### config.mk
export PLATFORM = sky130hd
export DESIGN_NAME = sar_spi_result_receiver
export DESIGN_NICKNAME = d
export VERILOG_FILES = /design/src/rtl/sar_adc_pkg.sv /design/src/rtl/sar_rx_fifo.sv /design/src/rtl/sar_spi_result_receiver.sv
export SDC_FILE = /design/constraint.sdc
export NUM_CORES = 1
export LEC_CHECK = 0
export CORE_MARGIN = 3
export CORE_UTILIZATION = 50
export CTS_BUF_LIST = sky130_fd_sc_hd__clkbuf_4 sky130_fd_sc_hd__clkbuf_8 sky130_fd_sc_hd__clkbuf_16
export DETAILED_ROUTE_END_ITERATION = 6
export GPL_TIMING_DRIVEN = 0
export PLACE_DENSITY = 0.71
export SLEW_MARGIN = 25
export SYNTH_ARGS = -nofsm -noshare
export SYNTH_HDL_FRONTEND = slang
export SYNTH_SLANG_ARGS = --single-unit
export TNS_END_PERCENT = 20
### constraint.sdc
create_clock -name clk -period 1.75 [get_ports clk]
set_input_delay 0.35 -clock clk [delete_from_list [all_inputs] [get_ports clk]]
set_output_delay 0.35 -clock clk [all_outputs]
set_load 0.05 [all_outputs]
### src/rtl/sar_adc_pkg.sv
// Shared definitions for the SAR ADC result link (controller, receiver, benches).
package sar_adc_pkg;

   // ADC result width carried by one serial frame
   localparam int ADC_DATA_W      = 8;
   // Default mid-frame silence (clk cycles) before a partial frame is abandoned
   localparam int DEF_TIMEOUT_CYC = 255;

   // Receiver FSM encoding
   localparam logic [1:0] ST_IDLE  = 2'd0;
   localparam logic [1:0] ST_SHIFT = 2'd1;
   localparam logic [1:0] ST_PUSH  = 2'd2;

endpackage

### src/rtl/sar_rx_fifo.sv
// Small synchronous word FIFO with first-word-fall-through head and
// simultaneous push+pop allowed while full.
module sar_rx_fifo #(
   parameter int DATA_W = 8,
   parameter int DEPTH  = 4
) (
   input  logic              clk,
   input  logic              reset,
   input  logic              push,
   input  logic [DATA_W-1:0] push_data,
   input  logic              pop,
   output logic [DATA_W-1:0] rd_data,
   output logic              empty,
   output logic              full
);

   localparam int AW = $clog2(DEPTH);
   localparam int PW = AW + 1;

   logic [DATA_W-1:0] mem_q [DEPTH];
   logic [PW-1:0]     wr_ptr_q, wr_ptr_d;
   logic [PW-1:0]     rd_ptr_q, rd_ptr_d;
   logic              do_push, do_pop;

   // Status flags, accepted operations and head-of-queue data
   always_comb begin
      empty    = (wr_ptr_q == rd_ptr_q);
      full     = (wr_ptr_q[AW] != rd_ptr_q[AW]) &&
                 (wr_ptr_q[AW-1:0] == rd_ptr_q[AW-1:0]);
      do_pop   = pop & ~empty;
      // a full FIFO still takes a word when the head leaves in the same cycle
      do_push  = push & (~full | do_pop);
      wr_ptr_d = do_push ? wr_ptr_q + PW'(1) : wr_ptr_q;
      rd_ptr_d = do_pop  ? rd_ptr_q + PW'(1) : rd_ptr_q;
      rd_data  = empty ? '0 : mem_q[rd_ptr_q[AW-1:0]];
   end

   // Pointer registers; extra MSB distinguishes full from empty
   always_ff @(posedge clk) begin
      if (reset) begin
         wr_ptr_q <= '0;
         rd_ptr_q <= '0;
      end else begin
         wr_ptr_q <= wr_ptr_d;
         rd_ptr_q <= rd_ptr_d;
      end
   end

   // Storage write; contents need no reset because empty masks the head
   always_ff @(posedge clk) begin
      if (do_push) begin
         mem_q[wr_ptr_q[AW-1:0]] <= push_data;
      end
   end

endmodule

### src/rtl/sar_spi_result_receiver.sv
// Receiving end of the SAR ADC serial result link: synchronises sclk/miso/
// adc_done, deserialises frames into words and buffers them for a consumer.
module sar_spi_result_receiver
   import sar_adc_pkg::*;
#(
   parameter int DATA_W      = ADC_DATA_W,
   parameter int SYNC_STAGES = 2,
   parameter int MSB_FIRST   = 1,
   parameter int TIMEOUT_CYC = DEF_TIMEOUT_CYC,
   parameter int FIFO_DEPTH  = 4
) (
   input  logic              clk,
   input  logic              reset,
   input  logic              spi_sclk,
   input  logic              spi_miso,
   input  logic              adc_done,
   output logic [DATA_W-1:0] rx_data,
   output logic              rx_valid,
   input  logic              rx_ready,
   output logic              frame_err,
   output logic              overflow,
   input  logic              clear_status
);

   localparam int CNT_W  = $clog2(DATA_W + 1);
   localparam int IDLE_W = $clog2(TIMEOUT_CYC + 1);
   localparam logic [CNT_W-1:0]  CNT_FULL = CNT_W'(DATA_W);
   localparam logic [IDLE_W-1:0] IDLE_MAX = IDLE_W'(TIMEOUT_CYC);
   localparam logic [IDLE_W-1:0] IDLE_LAST = IDLE_W'(TIMEOUT_CYC - 1);

   logic [SYNC_STAGES-1:0] sclk_sync_q, sclk_sync_d;
   logic [SYNC_STAGES-1:0] miso_sync_q, miso_sync_d;
   logic [SYNC_STAGES-1:0] done_sync_q, done_sync_d;
   logic sclk_prev_q, sclk_prev_d, done_prev_q, done_prev_d;
   logic rise_q, rise_d, bit_q, bit_d, done_rise_q, done_rise_d;

   logic [1:0]        state_q, state_d;
   logic [CNT_W-1:0]  cnt_q, cnt_d;
   logic [IDLE_W-1:0] idle_q, idle_d;
   logic [DATA_W-1:0] shift_q, shift_d;
   logic              frame_err_q, frame_err_d;
   logic              overflow_q, overflow_d;
   logic              push, pop, fifo_empty, fifo_full;

   // Insert one received bit according to the configured bit order
   function automatic logic [DATA_W-1:0] shift_in(input logic [DATA_W-1:0] cur,
                                                  input logic b);
      if (MSB_FIRST != 0) return {cur[DATA_W-2:0], b};
      else                return {b, cur[DATA_W-1:1]};
   endfunction

   // Synchroniser chains and registered edge detection (miso sampled with the edge)
   always_comb begin
      sclk_sync_d = {sclk_sync_q[SYNC_STAGES-2:0], spi_sclk};
      miso_sync_d = {miso_sync_q[SYNC_STAGES-2:0], spi_miso};
      done_sync_d = {done_sync_q[SYNC_STAGES-2:0], adc_done};
      sclk_prev_d = sclk_sync_q[SYNC_STAGES-1];
      done_prev_d = done_sync_q[SYNC_STAGES-1];
      rise_d      = sclk_sync_q[SYNC_STAGES-1] & ~sclk_prev_q;
      done_rise_d = done_sync_q[SYNC_STAGES-1] & ~done_prev_q;
      bit_d       = miso_sync_q[SYNC_STAGES-1];
   end

   // Frame FSM: collect DATA_W bits, push the word, abort on timeout or early adc_done
   always_comb begin
      state_d     = state_q;
      cnt_d       = cnt_q;
      idle_d      = idle_q;
      shift_d     = shift_q;
      frame_err_d = 1'b0;
      push        = 1'b0;
      case (state_q)
         ST_IDLE: begin
            idle_d = '0;
            if (rise_q) begin
               shift_d = shift_in('0, bit_q);
               cnt_d   = CNT_W'(1);
               state_d = ST_SHIFT;
            end
         end
         ST_SHIFT: begin
            if (cnt_q == CNT_FULL) begin
               idle_d  = '0;
               state_d = ST_PUSH;
            end else if (done_rise_q && (cnt_q != '0)) begin
               frame_err_d = 1'b1;
               cnt_d       = '0;
               idle_d      = '0;
               state_d     = ST_IDLE;
            end else if (rise_q) begin
               shift_d = shift_in(shift_q, bit_q);
               cnt_d   = cnt_q + CNT_W'(1);
               idle_d  = '0;
            end else if (idle_q >= IDLE_LAST) begin
               frame_err_d = 1'b1;
               cnt_d       = '0;
               idle_d      = '0;
               state_d     = ST_IDLE;
            end else if (idle_q != IDLE_MAX) begin
               idle_d = idle_q + IDLE_W'(1);
            end
         end
         ST_PUSH: begin
            push   = 1'b1;
            idle_d = '0;
            // an sclk rise landing here starts the next frame
            if (rise_q) begin
               shift_d = shift_in('0, bit_q);
               cnt_d   = CNT_W'(1);
               state_d = ST_SHIFT;
            end else begin
               cnt_d   = '0;
               state_d = ST_IDLE;
            end
         end
         default: begin
            cnt_d   = '0;
            idle_d  = '0;
            state_d = ST_IDLE;
         end
      endcase
   end

   // Sticky overflow: a word was dropped; clear_status wins over a new drop
   always_comb begin
      pop        = ~fifo_empty & rx_ready;
      overflow_d = overflow_q | (push & fifo_full & ~pop);
      if (clear_status) overflow_d = 1'b0;
   end

   // State registers with synchronous reset
   always_ff @(posedge clk) begin
      if (reset) begin
         sclk_sync_q <= '0;
         miso_sync_q <= '0;
         done_sync_q <= '0;
         sclk_prev_q <= 1'b0;
         done_prev_q <= 1'b0;
         rise_q      <= 1'b0;
         done_rise_q <= 1'b0;
         bit_q       <= 1'b0;
         state_q     <= ST_IDLE;
         cnt_q       <= '0;
         idle_q      <= '0;
         shift_q     <= '0;
         frame_err_q <= 1'b0;
         overflow_q  <= 1'b0;
      end else begin
         sclk_sync_q <= sclk_sync_d;
         miso_sync_q <= miso_sync_d;
         done_sync_q <= done_sync_d;
         sclk_prev_q <= sclk_prev_d;
         done_prev_q <= done_prev_d;
         rise_q      <= rise_d;
         done_rise_q <= done_rise_d;
         bit_q       <= bit_d;
         state_q     <= state_d;
         cnt_q       <= cnt_d;
         idle_q      <= idle_d;
         shift_q     <= shift_d;
         frame_err_q <= frame_err_d;
         overflow_q  <= overflow_d;
      end
   end

   sar_rx_fifo #(
      .DATA_W (DATA_W),
      .DEPTH  (FIFO_DEPTH)
   ) u_fifo (
      .clk       (clk),
      .reset     (reset),
      .push      (push),
      .push_data (shift_q),
      .pop       (pop),
      .rd_data   (rx_data),
      .empty     (fifo_empty),
      .full      (fifo_full)
   );

   assign rx_valid  = ~fifo_empty;
   assign frame_err = frame_err_q;
   assign overflow  = overflow_q;

endmodule

==> impl_metrics.env <==
export IMPL_status="finished, violations left"
export IMPL_violations="negative setup slack"
export IMPL_grt_max_degree=14
export IMPL_drt_iter0_drc=91
export IMPL_start_util_pct=52.06
export IMPL_place_area_um2=3377
export IMPL_grt_pass1_vias=1790
export IMPL_start_kind="flip-flop"
export IMPL_wl_mm=5.484
export IMPL_drive_gt1_share_pct=30.00
export IMPL_whs_ns=0.3875
export IMPL_timing_slew_headroom_pct=62.63
export IMPL_grt_antenna_before_repair=0
export IMPL_synth_flop_cell="dfxtp_1"
export IMPL_grt_total_usage_pct=15.84
export IMPL_ctsHoldBuffers=0
export IMPL_gr_total_overflow=0
export IMPL_hold_viol_final=0
export IMPL_dieWidth_um=84.75
export IMPL_placement_rows=28
export IMPL_min_period_ns=2.034
export IMPL_cts_max_path_buffers=2
export IMPL_dp_hpwl_mm=3.387
export IMPL_reg2reg_depth=6
export IMPL_numPortBuffers=17
export IMPL_n_fill_cell=455
export IMPL_yosysSeqAreaShare_pct=58.76
export IMPL_grt_pass1_wl_mm=8.783
export IMPL_path_clk_slew_ns=0.08
export IMPL_ys_seq_elements=75
export IMPL_fin_crit_sh_pct=116.2
export IMPL_p_per_area_nw_per_um2=878.5
export IMPL_end_kind="flip-flop"
export IMPL_crit_fanout=5
export IMPL_worstSkewPairLatency_ns=0.34
export IMPL_worst_slew_pin_slew_ns=0.5465
export IMPL_diodes=0
export IMPL_slew_viol_final=0
export IMPL_syn2layout_area_growth_pct=27.00
export IMPL_cp_data_required_time_ns=2.01
export IMPL_syn_area_per_cell_um2=12.40
export IMPL_syn_inst=250
export IMPL_netlist_area_um2=3100
export IMPL_drc_errors=0
export IMPL_ys_async_sr_fraction_pct=0
export IMPL_cts_buffers=9
export IMPL_vdd_drop_max_mv=0.6062
export IMPL_drv_cap=0
export IMPL_multi_input_area_um2=1415
export IMPL_skew_ns=0.005451
export IMPL_clockRootBuffer="clkbuf_8"
export IMPL_finalNetCount=301
export IMPL_dp_slack_ns=-0.6816
export IMPL_htreeDepth=3
export IMPL_antenna_left=0
export IMPL_rsz0062_at_grt="yes"
export IMPL_fmax_mhz=491.6
export IMPL_setup_violations=30
export IMPL_yosys_warnings=0
export IMPL_synth_distinct_cells=47
export IMPL_vias=1944
export IMPL_gp_congestion=0.7657
export IMPL_regArea_um2=1844
export IMPL_synthesis_nets=266
export IMPL_die_area_um2=7182
export IMPL_core_area_um2=5956
export IMPL_finalPower_mw=3.459
export IMPL_stdcell_area_um2=3938
export IMPL_hold_path_depth=1
export IMPL_leakagePower_nw=1.378
export IMPL_viasPerCell=5.326
export IMPL_dr_pass1_iters=4
export IMPL_die_y_um=84.75
export IMPL_post_route_util_pct=66.11
export IMPL_fin_ws_ns=-0.2844
export IMPL_synth_edf_count=32
export IMPL_critPathKind="reg -> reg"
export IMPL_cts_tree="built"
export IMPL_cts_sinks=75
export IMPL_ios=18
export IMPL_hold_path_class="reg -> reg"
export IMPL_arrival_ns=2.29
export IMPL_wl_per_cell_um=15.02
==> final timing paths <==
path | startpoint | to | slack (ns)
max | cnt_q[1] | cnt_q[0] | -0.28
min | sclk_prev_q | rise_q | 0.39
max reg2reg | cnt_q[1] | cnt_q[0] | -0.28
min reg2reg | sclk_prev_q | rise_q | 0.39
==> synth_stat cells (2+ instances only) <==
cell	n	area, um2
a2111oi_0	2	17.52
a21oi_1	8	40.04
a311oi_1	2	17.52
and2_1	4	25.02
buf_2	2	10.01
clkbuf_1	7	26.28
dfxtp_1	43	860.8
edfxtp_1	32	960.9
ha_1	9	112.6
inv_1	8	30.03
mux2i_1	13	130.1
mux4_2	8	180.2
nand2_1	17	63.81
nand2b_1	3	18.77
nand3_1	10	50.05
nand4_1	2	12.51
nor2_1	15	56.30
nor2b_1	21	131.4
nor3_1	3	15.01
o21ai_0	4	20.02
or2_2	2	12.51
xnor2_1	4	35.03
xor2_1	7	61.31
==> per-stage QoR <==
step                      setup TNS, ns  std cells
after CTS                        -3.722        359
after global placement           -20.11        342
after floorplan                  -1.112        250
after detailed placement         -21.90        342
after global routing             -5.118        365
final                            -2.917        365
==> placed cells by master, fill, tap and decap left out, types with 3 or more instances in the layout <==
master	Yosys	final
nor2_1	15	15
edfxtp_1	32	32
clkbuf_8	0	9
a21oi_2	0	4
a21oi_1	8	4
nand2b_1	3	3
clkbuf_1	7	5
mux4_2	8	8
inv_1	8	6
o21ai_0	4	3
and2_4	1	5
bufinv_16	0	3
nor2b_4	0	4
mux2i_1	13	13
clkdlybuf4s50_1	0	6
ha_1	9	8
xor2_1	7	4
nor2b_1	21	16
buf_4	0	6
xnor2_1	4	4
dfxtp_4	0	4
buf_6	0	10
dfxtp_2	0	6
dfxtp_1	43	33
nand3_1	10	10
nand2_1	17	17
==> state kept, by name, indices dropped and copies added (netlist names), 2 cells and up, named ones only <==
signal and count:
shift_q 8, u_fifo.wr_ptr_q 3, u_fifo.rd_ptr_q 3, sclk_sync_q 2, idle_q 8, miso_sync_q 2, state_q 2, done_sync_q 2
u_fifo.mem_q 32, cnt_q 4
==> per-layer routing <==
| metal | up-vias | wire [um] | global-route usage (%) |
|---|---|---|---|
| met2 | 23 | 2792 | 25.55 |
| met4 | 0 | 119 | 8.633 |
| met3 | 9 | 134 | 2.650 |
| met1 | 943 | 2436 | 20.39 |
| met5 | - | 0 | 0 |
| li1 | 969 | - | - |
==> area by class of cell <==
class,count,share of cell area (%)
Sequential cell,75,46.84
Clock inverter,7,2.955
Tap cell,75,2.383
Clock buffer,9,3.146
Multi-Input combinational cell,158,35.94
Inverter,8,0.7626
Timing Repair Buffer,25,6.482
Buffer,8,1.493
==> worst max-delay path: stages, from the launching register on <==
cell,delay [ns]
dfxtp_4,0.36
inv_2,0.06
ha_4,0.14
or3b_4,0.44
a2111oi_0,0.58
o21ai_0,0.19
mux2i_1,0.18
==> logic make-up (layout without fill, tap and decap cells) <==
logic type	count (synthesis)	count (layout)	share of synthesized area [%]
AOI/OAI and AO/OA	29	29	7.063
xor gates and xnor gates	11	11	3.107
adders and majority gates	9	9	3.632
buffers and inverters	17	57	2.139
DFF	75	75	58.76
muxes	21	21	10.01
and+or+nand+nor	88	88	15.30
==> report_power, final <==
group,internal [mW],leakage (nW),total [mW],switching [mW]
registers,1.81,0.642,1.82,0.00825
logic,0.0354,0.616,0.0757,0.0402
clock network,0.944,0.121,1.56,0.618
==> timing repair <==
action                                  in CTS  in global routing
resized for setup                           95                 35
buffers inserted                             2                  6
pin swaps                                    4                 17
endpoints found under the setup margin      65                 66
No activity file was read; power rests on OpenSTA's default activity.
